`src/rtl/seg_pkg.sv`:
```
// Shared types and constants for the seven-segment scan controller and its decoder.
package seg_pkg;

  localparam logic [6:0] SEG_OFF = 7'h7F;

  localparam int SEG_A = 6;
  localparam int SEG_B = 5;
  localparam int SEG_C = 4;
  localparam int SEG_D = 3;
  localparam int SEG_E = 2;
  localparam int SEG_F = 1;
  localparam int SEG_G = 0;

  typedef logic [1:0] state_t;
  localparam state_t IDLE  = 2'd0;
  localparam state_t BLANK = 2'd1;
  localparam state_t DRIVE = 2'd2;

  function automatic int clog2(input int value);
    int result;
    result = 0;
    while ((1 << result) < value) result = result + 1;
    return result;
  endfunction

endpackage

```
`src/rtl/seg_scan_ctrl_decoder.sv`:
```
// 4-bit hex to active-low seven-segment decoder, bit 6 = segment a down to bit 0 = segment g.
module SevenSegment
  import seg_pkg::*;
(
  input  logic [3:0] hex,
  output logic [6:0] seg_n
);

  always_comb begin
    seg_n = SEG_OFF;
    case (hex)
      4'h0: seg_n = 7'h01;
      4'h1: seg_n = 7'h4F;
      4'h2: seg_n = 7'h12;
      4'h3: seg_n = 7'h06;
      4'h4: seg_n = 7'h4C;
      4'h5: seg_n = 7'h24;
      4'h6: seg_n = 7'h20;
      4'h7: seg_n = 7'h0F;
      4'h8: seg_n = 7'h00;
      4'h9: seg_n = 7'h04;
      4'hA: seg_n = 7'h08;
      4'hB: seg_n = 7'h60;
      4'hC: seg_n = 7'h31;
      4'hD: seg_n = 7'h42;
      4'hE: seg_n = 7'h30;
      4'hF: seg_n = 7'h38;
      default: seg_n = SEG_OFF;
    endcase
  end

endmodule

```
`src/rtl/seg_scan_ctrl.sv`:
```
// Time-multiplexed common-anode display scanner with anti-ghost blanking,
// leading-zero suppression and a double-buffered valid/ready frame load.
module seg_scan_ctrl
  import seg_pkg::*;
#(
  parameter int NUM_DIGITS   = 4,
  parameter int REFRESH_DIV  = 50000,
  parameter int BLANK_CYCLES = 500
) (
  input  logic                    clk,
  input  logic                    rst_n,
  input  logic                    enable,
  input  logic                    load_valid,
  output logic                    load_ready,
  input  logic [4*NUM_DIGITS-1:0] data_in,
  input  logic [NUM_DIGITS-1:0]   dp_in,
  input  logic                    blank_lz,
  output logic [6:0]              seg_n,
  output logic                    dp_n,
  output logic [NUM_DIGITS-1:0]   an_n,
  output logic                    frame_tick
);

  localparam int PW = clog2(REFRESH_DIV);
  localparam int IW = clog2(NUM_DIGITS);
  localparam logic [PW-1:0] BLANK_LAST = PW'(BLANK_CYCLES - 1);
  localparam logic [PW-1:0] SLOT_LAST  = PW'(REFRESH_DIV - 1);
  localparam logic [IW-1:0] IDX_LAST   = IW'(NUM_DIGITS - 1);

  state_t                  state;
  logic [PW-1:0]           prescaler;
  logic [IW-1:0]           idx;
  logic [4*NUM_DIGITS-1:0] disp;
  logic [4*NUM_DIGITS-1:0] pend;
  logic [NUM_DIGITS-1:0]   disp_dp;
  logic [NUM_DIGITS-1:0]   pend_dp;
  logic                    disp_lz;
  logic                    pend_lz;
  logic                    pend_full;
  logic                    accept;
  logic                    frame_end;
  logic                    lz_blank;
  logic [3:0]              cur_nibble;
  logic [6:0]              dec_seg;
  logic [NUM_DIGITS-1:0]   an_next;

  assign load_ready = ~pend_full;
  assign accept     = load_valid & ~pend_full;
  assign frame_end  = enable && (state == DRIVE) && (prescaler == SLOT_LAST) && (idx == IDX_LAST);
  assign cur_nibble = disp[{idx, 2'b00} +: 4];

  SevenSegment decoder (
    .hex   (cur_nibble),
    .seg_n (dec_seg)
  );

  // A digit is a leading zero when it and every more-significant digit are zero;
  // digit 0 always shows so a zero value still reads "0".
  always_comb begin
    lz_blank = disp_lz && (idx != '0);
    for (int i = 0; i < NUM_DIGITS; i++) begin
      if (i >= int'(idx) && disp[4*i +: 4] != 4'h0) lz_blank = 1'b0;
    end
  end

  always_comb begin
    an_next = '1;
    for (int i = 0; i < NUM_DIGITS; i++) begin
      if (i == int'(idx)) an_next[i] = 1'b0;
    end
  end

  always_ff @(posedge clk) begin
    if (!rst_n || !enable) begin
      state     <= IDLE;
      idx       <= '0;
      prescaler <= '0;
    end else begin
      case (state)
        IDLE: begin
          state     <= BLANK;
          prescaler <= '0;
          idx       <= '0;
        end
        BLANK: begin
          prescaler <= prescaler + 1'b1;
          if (prescaler == BLANK_LAST) state <= DRIVE;
        end
        DRIVE: begin
          if (prescaler == SLOT_LAST) begin
            prescaler <= '0;
            idx       <= (idx == IDX_LAST) ? '0 : idx + 1'b1;
            state     <= BLANK;
          end else begin
            prescaler <= prescaler + 1'b1;
          end
        end
        default: state <= IDLE;
      endcase
    end
  end

  // Display registers only change at frame end so no digit shows a torn frame.
  always_ff @(posedge clk) begin
    if (!rst_n) begin
      pend      <= '0;
      pend_dp   <= '0;
      pend_lz   <= 1'b0;
      pend_full <= 1'b0;
      disp      <= '0;
      disp_dp   <= '0;
      disp_lz   <= 1'b0;
    end else if (accept) begin
      pend      <= data_in;
      pend_dp   <= dp_in;
      pend_lz   <= blank_lz;
      pend_full <= 1'b1;
    end else if (frame_end && pend_full) begin
      disp      <= pend;
      disp_dp   <= pend_dp;
      disp_lz   <= pend_lz;
      pend_full <= 1'b0;
    end
  end

  always_ff @(posedge clk) begin
    if (!rst_n) begin
      seg_n      <= SEG_OFF;
      dp_n       <= 1'b1;
      an_n       <= '1;
      frame_tick <= 1'b0;
    end else begin
      frame_tick <= frame_end;
      if (enable && state == DRIVE) begin
        an_n  <= an_next;
        seg_n <= lz_blank ? SEG_OFF : dec_seg;
        dp_n  <= ~disp_dp[idx];
      end else begin
        an_n  <= '1;
        seg_n <= SEG_OFF;
        dp_n  <= 1'b1;
      end
    end
  end

endmodule

```
`config.mk`:
```
export PLATFORM = sky130hd
export DESIGN_NAME = seg_scan_ctrl
export DESIGN_NICKNAME = d
export VERILOG_FILES = /design/src/rtl/seg_pkg.sv /design/src/rtl/seg_scan_ctrl_decoder.sv /design/src/rtl/seg_scan_ctrl.sv
export SDC_FILE = /design/constraint.sdc
export NUM_CORES = 1
export LEC_CHECK = 0
export CAP_MARGIN = 20
export CORE_AREA = 10 10 89 91
export DETAILED_ROUTE_END_ITERATION = 7
export DIE_AREA = 0 0 99 101
export PLACE_DENSITY = 0.83
export SLEW_MARGIN = 20
export SYNTH_ARGS = -nofsm -noshare
export SYNTH_HDL_FRONTEND = slang
export SYNTH_HIERARCHICAL = 1
export SYNTH_SLANG_ARGS = --single-unit
```
`constraint.sdc`:
```
create_clock -name clk -period 6.69 [get_ports clk]
set_input_delay 1.0035 -clock clk [delete_from_list [all_inputs] [get_ports clk]]
set_output_delay 1.0035 -clock clk [all_outputs]
set_load 0.01 [all_outputs]
```
==> summary.txt, run 1 <==
Clock network
  – Post_cts resized: 0
  – Clock Tree Root: clkbuf_8
  – Max clock buf depth: 2
  – Sink Count: 76
  – Post-CTS setup buffers: 0
  – Clock transition at the registers of the reported paths: 0.08 ns
  – Worst skew pair latency: 0.35 ns
  – CTS tree: built
  – Post-CTS Hold Buffers: 0
  – CTS HTree Levels: 3
  – CTS Buf Count: 9

Finish
  – Final std cell area, no fill: 4240 sq um
  – Storage element area: 1520 sq um
  – Most common cell after layout, fill and taps aside: nand2_1
  – Ant. Diodes: 0
  – Share of layout cells above drive strength 1: 8.19%
  – # nets final: 490
  – Most frequent cells in the layout: nand2_1, dfxtp_1, clkdlybuf4s50_1
  – Footprint of the multi-input gates: 1970 sq um
  – Filler cell count: 518
  – Area delta synth->final: 16.7%

Yosys
  – Asr flop ratio synth: 0%
  – Seq/Total Area, Yosys: 41.9%
  – Synth unique cells: 50
  – Yosys reg bits: 76
  – Post-synthesis cell area: 3630 sq um
  – Yosys warns: 6
  – Top post-synthesis cells by area: dfxtp_1, nand2_1, ha_1, a21boi_0, a21boi_1
  – Number of synthesized flops with an enable pin: 0
  – Top FF cell, synth: dfxtp_1
  – Post-Syn Nets: 462
  – Mean Syn Cell Area: 8.66 sq um
  – Yosys top cell area share: 41.9%
  – Yosys top cell by area: dfxtp_1
  – Mapped Cells: 419

Detailed routing
  – Total iterations of the first detailed-routing run: 5
  – Antenna Nets Post-Route: 0
  – Drc violations: 0
  – Final WL: 7700 microns
  – Vias per Instance: 5.65
  – Iter 0 DRT Violations: 138
  – Via count: 2990
  – Avg WL per Cell: 14.6 microns

STA
  – Max-slew violation count: 0
  – Final Hold Fails: 0
  – Min Tclk post-route: 3.08 ns
  – Worst Tran Pin Value: 0.970 ns
  – RSZ-0062 raised after global routing: false
  – TNS Setup: 0 ns
  – Final Cycle Share: 46.1%
  – Worst slew margin: 34.5%
  – Final setup vio count: 0
  – Fmax: 324 MHz
  – Final Skew: 0.00584 ns

Worst setup path
  – CP cell instances: clkdlybuf4s50_1, buf_4, nand2_1, nor2_1, o41ai_1, or2_2
  – Critical path peak fanout: 45
  – Max incr delay on CP: 0.47 ns
  – Slowest stage cell on the critical path: nand2_1
  – Worst Path Buf+Inv: 2
  – Startpoint Class: input port
  – Crit. End Element: flip-flop
  – CP Class: input port to flip-flop
  – CP top delay family: simple AND/OR/NAND/NOR gates
  – CP arrival: 3.33 ns
  – Critical path required time: 6.94 ns

Floorplan
  – Die ar.: 10000 sq um
  – Rows: 29
  – Die X: 99 microns
  – Starting density of the core: 58.5%
  – Placeable core area: 6200 sq um
  – Io pins: 39
  – Die Span Y: 101 microns

Outcome
  – Status: complete, no violations

Global route
  – GRT busiest layer: met2
  – Grt met3 use: 3.98%
  – Met1 Usage GRT: 18.8%
  – Vias in the first global route: 2808
  – Total gr overflow: 0
  – GR Util met2: 23.7%
  – First-pass GRT wire length: 12800 microns
  – Largest net degree at the start of global routing: 46
  – Total Routing Usage GR: 15.1%
  – Initial antenna violation count: 0

Pwr
  – P_leak: 1.48 nW
  – Peak supply drop: 0.147 mV
  – PwrDens: 206 nW/um^2

Hold path
  – Min-Delay Path Class: flip-flop to flip-flop

Placed design
  – Dpl cell area: 4030 sq um
  – PortBufs: 38
  – GPL Wtd Cong: 0.833
  – Hpwl dp: 5370 microns

Job
  – Max_cap viols: 0
layout make-up:
class,count,area share [%]
multi-input combinational,309,46.5
sequential,76,35.9
timing repair buffer,40,9.33
clock buffer,10,3.25
tap,77,2.27
clock inverter,6,1.74
inverter,11,0.975
where the power goes:
group | switching [mW] | leakage [nW] | internal [mW]
logic | 0.0204 | 0.761 | 0.0235
clock network | 0.179 | 0.107 | 0.186
registers | 0.00490 | 0.616 | 0.460
metrics by stage:
| step | setup WS (ns) | std cells | utilization, % | hold WS (ns) | total power [mW] |
|---|---|---|---|---|---|
| finish | 3.61 | 529 | 68.3 | 0.453 | 0.874 |
| floorplan | 4.21 | 419 | - | 0.426 | 0.498 |
| global placement | 3.31 | 513 | 64.9 | 0.440 | 0.518 |
| CTS | 3.64 | 529 | 68.3 | 0.457 | 0.877 |
| detailed placement | 3.28 | 513 | 64.9 | 0.445 | 0.519 |
| global route | 3.39 | 529 | 68.3 | 0.473 | 0.901 |
final timing paths:
check	start	end	slack, ns	cells after the start
worst max-delay path	rst_n	seg_n[4]$_SDFF_PP1_	3.61	6
worst min-delay path	disp_dp[0]$_SDFFE_PN0P_	disp_dp[0]$_SDFFE_PN0P_	0.45	2
worst max register to register	idx[0]$_SDFFE_PP0P_	seg_n[4]$_SDFF_PP1_	3.83	5
worst min register to register	disp_dp[0]$_SDFFE_PN0P_	disp_dp[0]$_SDFFE_PN0P_	0.45	2
state kept, by name (all words and copies together), names as in the netlist, 2 cells and up:
| name | flops |
|---|---|
| state | 2 |
| pend_dp | 4 |
| an_n | 4 |
| seg_n | 7 |
| disp | 16 |
| disp_dp | 4 |
| idx | 2 |
| pend | 16 |
| prescaler | 16 |
worst min-delay path: stages (launching register included):
cell,delay (ns)
dfxtp_1,0.31
nand2_1,0.05
a21boi_1,0.05
cell usage after synthesis (4+ instances only):
cell type,count
clkbuf_1,20
inv_1,11
a21oi_1,12
or4_1,4
nor4_1,4
dfxtp_1,76
nor3_1,5
nand4_1,5
mux4_2,6
or2_2,7
nand2_1,106
a21boi_1,21
nor2_1,18
ha_1,18
a21boi_0,21
mux2i_1,7
nand3_1,20
o21ai_0,6
cell families (layout without fill, tap and decap cells):
kind of cell    Yosys count  in the layout  synth area share, %
fa+ha+maj                18             18                 6.20
buf+inv                  34             67                 3.79
flops                    76             76                 41.9
simple gates            197            197                 26.3
mux                      13             13                 5.65
compound gates           78             78                 15.4
xor+xnor                  3              3                0.724
routing by layer:
metal / up-vias / wire [microns]
li1: 1510 / -
met5: - / 0
met2: 76 / 3530
met4: 0 / 104
met3: 10 / 351
met1: 1394 / 3710
No activity file was read; power rests on OpenSTA's default activity.
==> inputs of run 2 (changes only) <==
--- a/config.mk
+++ b/config.mk
@@ -6,10 +6,10 @@
 export NUM_CORES = 1
 export LEC_CHECK = 0
 export CAP_MARGIN = 20
-export CORE_AREA = 10 10 89 91
+export CORE_AREA = 10 10 92 94
 export DETAILED_ROUTE_END_ITERATION = 7
-export DIE_AREA = 0 0 99 101
-export PLACE_DENSITY = 0.83
+export DIE_AREA = 0 0 102 104
+export PLACE_DENSITY = 0.78
 export SLEW_MARGIN = 20
 export SYNTH_ARGS = -nofsm -noshare
 export SYNTH_HDL_FRONTEND = slang
==> constraint.sdc (replaced) <==
create_clock -name clk -period 3 [get_ports clk]
set_input_delay 0.45 -clock clk [delete_from_list [all_inputs] [get_ports clk]]
set_output_delay 0.45 -clock clk [all_outputs]
set_load 0.01 [all_outputs]
==> run 2 against run 1 <==
  * Die area up 6.1%
  * Clock power up 110%
  * Flip-flop and latch count is the same
  * Non-clock buffer count increased by 5
  * Register-to-register slack worse by 3.3 ns
  * Core utilization is 4.5 points lower
  * Largest cell class unchanged
==> summary.txt, run 2 (synthesis results as in run 1) <==
Finish
  – Filler cell count: 592 (+14%)
  – Area delta synth->final: 17.3%
  – Most frequent cells in the layout: nand2_1, dfxtp_1, clkdlybuf4s50_1
  – Ant. Diodes: 0 (unchanged)
  – Largest registers: disp (16), pend (16), prescaler (16)
  – Non-Filler Instances: 537 (+1.5%)
  – Share of layout cells above drive strength 1: 8.75% (+0.57 points)
  – Most common cell after layout, fill and taps aside: nand2_1
  – # nets final: 495 (+1.0%)

Worst setup path
  – CP cell instances: mux4_2, inv_1, ha_1, inv_1, mux4_2, or2_2
  – Worst R2R Setup Slack: 0.49 ns (-3.34 ns)
  – RR Startpoint: idx[0]$_SDFFE_PP0P_
  – CP Class: flip-flop to flip-flop
  – Slowest stage cell on the critical path: mux4_2
  – Critical path peak fanout: 11 (-76%)
  – Startpoint Class: flip-flop
  – Crit. End Element: flip-flop
  – Reg2reg path depth: 6 (+1)
  – Worst r2r dst: seg_n[3]$_SDFF_PP1_
  – Max incr delay on CP: 0.65 ns (+0.18 ns)
  – CP arrival: 2.74 ns (-0.59 ns)
  – Critical path required time: 3.23 ns (-3.71 ns)

STA
  – Setup slack after layout: 0.493 ns (-3.11 ns)
  – Worst slew margin: 55.2% (+21 points)
  – Worst Tran Pin Value: 0.670 ns (-0.300 ns)
  – Hold_ws: 0.457 ns (+0.00399 ns)
  – Final Skew: 0.0101 ns (+0.00425 ns)
  – Max-slew violation count: 0 (unchanged)
  – RSZ-0062 raised after global routing: false
  – TNS Setup: 0 ns (unchanged)
  – Final setup vio count: 0 (unchanged)
  – Min Tclk post-route: 2.51 ns
  – Final Cycle Share: 83.6%
  – Final Hold Fails: 0 (unchanged)
  – Fmax: 399 MHz

Hold path
  – Hold_sp: disp_dp[3]$_SDFFE_PN0P_
  – Min-Delay Path Class: flip-flop to flip-flop
  – WHS Path Cells: 2 (unchanged)
  – Hold worst-path end: disp_dp[3]$_SDFFE_PN0P_

Placed design
  – Hpwl dp: 5400 microns (+0.62%)
  – Pre-CTS setup slack: 0.485 ns (-2.79 ns)
  – PortBufs: 38 (unchanged)
  – GPL Wtd Cong: 0.867 (+4.1%)
  – Placed Instances: 521 (+1.6%)

Global route
  – Total Routing Usage GR: 14.7% (-0.44 points)
  – Total gr overflow: 0 (unchanged)
  – Initial antenna violation count: 0 (unchanged)
  – First-pass GRT wire length: 13100 microns (+2.2%)
  – Vias in the first global route: 2911 (+3.7%)
  – Largest net degree at the start of global routing: 45 (-2.2%)

Clock network
  – Max clock buf depth: 2 (unchanged)
  – CTS Buf Count: 9 (unchanged)
  – Post-CTS Hold Buffers: 0 (unchanged)
  – Sink Count: 76 (unchanged)
  – CTS HTree Levels: 3 (unchanged)
  – Post_cts resized: 0 (unchanged)
  – CTS tree: built
  – Clock transition at the registers of the reported paths: 0.07 ns (about the same)
  – Clock Tree Root: clkbuf_8
  – Worst skew pair latency: 0.35 ns (about the same)
  – Post-CTS setup buffers: 0 (unchanged)

Detailed routing
  – Vias per Instance: 5.54 (-2.0%)
  – Iter 0 DRT Violations: 155 (+12%)
  – Final WL: 7460 microns (-3.2%)
  – Via count: 2974 (-0.54%)
  – Drc violations: 0 (unchanged)
  – Avg WL per Cell: 13.9 microns (-4.6%)
  – Total iterations of the first detailed-routing run: 4 (-1)
  – Antenna Nets Post-Route: 0 (unchanged)

Outcome
  – Status: complete, no violations

Pwr
  – Power Total: 1.90 mW (+120%)
  – P_int: 1.47 mW (+120%)
  – PwrDens: 445 nW/um^2 (+120%)
  – Clock share of power: 40.2% (-1.6 points)
  – Flop pwr share: 54.6% (+1.4 points)
  – Switch Pwr: 0.430 mW (+110%)
  – Switching part of the total power: 22.7% (-0.74 points)
  – Peak supply drop: 0.286 mV (+94%)
  – P_leak: 1.49 nW (+0.22%)
  – Gate power share: 5.2% (+0.2 points)

Floorplan
  – Die X: 102 microns (+3.0%)
  – Rows: 30 (+3.4%)
  – Placeable core area: 6680 sq um (+7.7%)
  – Die Span Y: 104 microns (+3.0%)
  – Io pins: 39 (unchanged)
  – Die ar.: 10600 sq um (+6.1%)
  – Starting density of the core: 54.3% (-4.2 points)

Job
  – Max_cap viols: 0 (unchanged)
run 2: power groups by stage:
stage	combinational [mW]	sequential, mW	clock (mW)
2_1_floorplan	0.0541	1.06	0
6_report	0.0987	1.04	0.762
4_1_cts	0.0998	1.04	0.784
3_3_place_gp	0.0977	1.06	0
3_5_place_dp	0.0994	1.06	0
5_1_grt	0.111	1.04	0.820
run 2: cell type report:
class	count	area (sq um)	share of cell area (%)
clock buffers	11	131	3.08
inverters	11	41.3	0.969
flip-flops and latches	76	1520	35.7
multi-input cells	309	1970	46.3
well taps	80	100	2.35
clock inverters	5	61.3	1.44
repair buffers	45	433	10.2
run 2: worst max-delay path by stage:
stage / endpoint / slack, ns / from / depth (start not counted)
4_1_cts: seg_n[3]$_SDFF_PP1_ / 0.47 / idx[0]$_SDFFE_PP0P_ / 6
3_3_place_gp: seg_n[3]$_SDFF_PP1_ / 0.57 / idx[0]$_SDFFE_PP0P_ / 6
6_report: seg_n[3]$_SDFF_PP1_ / 0.49 / idx[0]$_SDFFE_PP0P_ / 6
2_1_floorplan: seg_n[3]$_SDFF_PP1_ / 0.52 / idx[0]$_SDFFE_PP0P_ / 7
3_5_place_dp: seg_n[3]$_SDFF_PP1_ / 0.48 / idx[0]$_SDFFE_PP0P_ / 6
5_1_grt: seg_n[3]$_SDFF_PP1_ / 0.33 / idx[0]$_SDFFE_PP0P_ / 6
run 2: through the flow:
stage                     util, %  cell area, sq um
after CTS                    63.7              4260
final                        63.7              4260
after detailed placement     60.9              4070
after global routing         63.7              4260
after global placement       60.9              4070
after floorplan                 -              3630
run 2: critical path: cells and delay by family (launching register included):
kind,cells,cell delay (ns)
muxes,2,1.09
DFF,1,0.64
and+or+nand+nor,1,0.29
buffers and inverters,2,0.21
adders and majority gates,1,0.16
run 2: per-layer routing:
metal	track usage, %	up-vias	part of all wire (%)
met3	5.05	6	5.2
li1	-	1524	-
met1	17.5	1377	46
met4	5.04	0	1.0
met2	23.7	67	48
met5	0	-	0
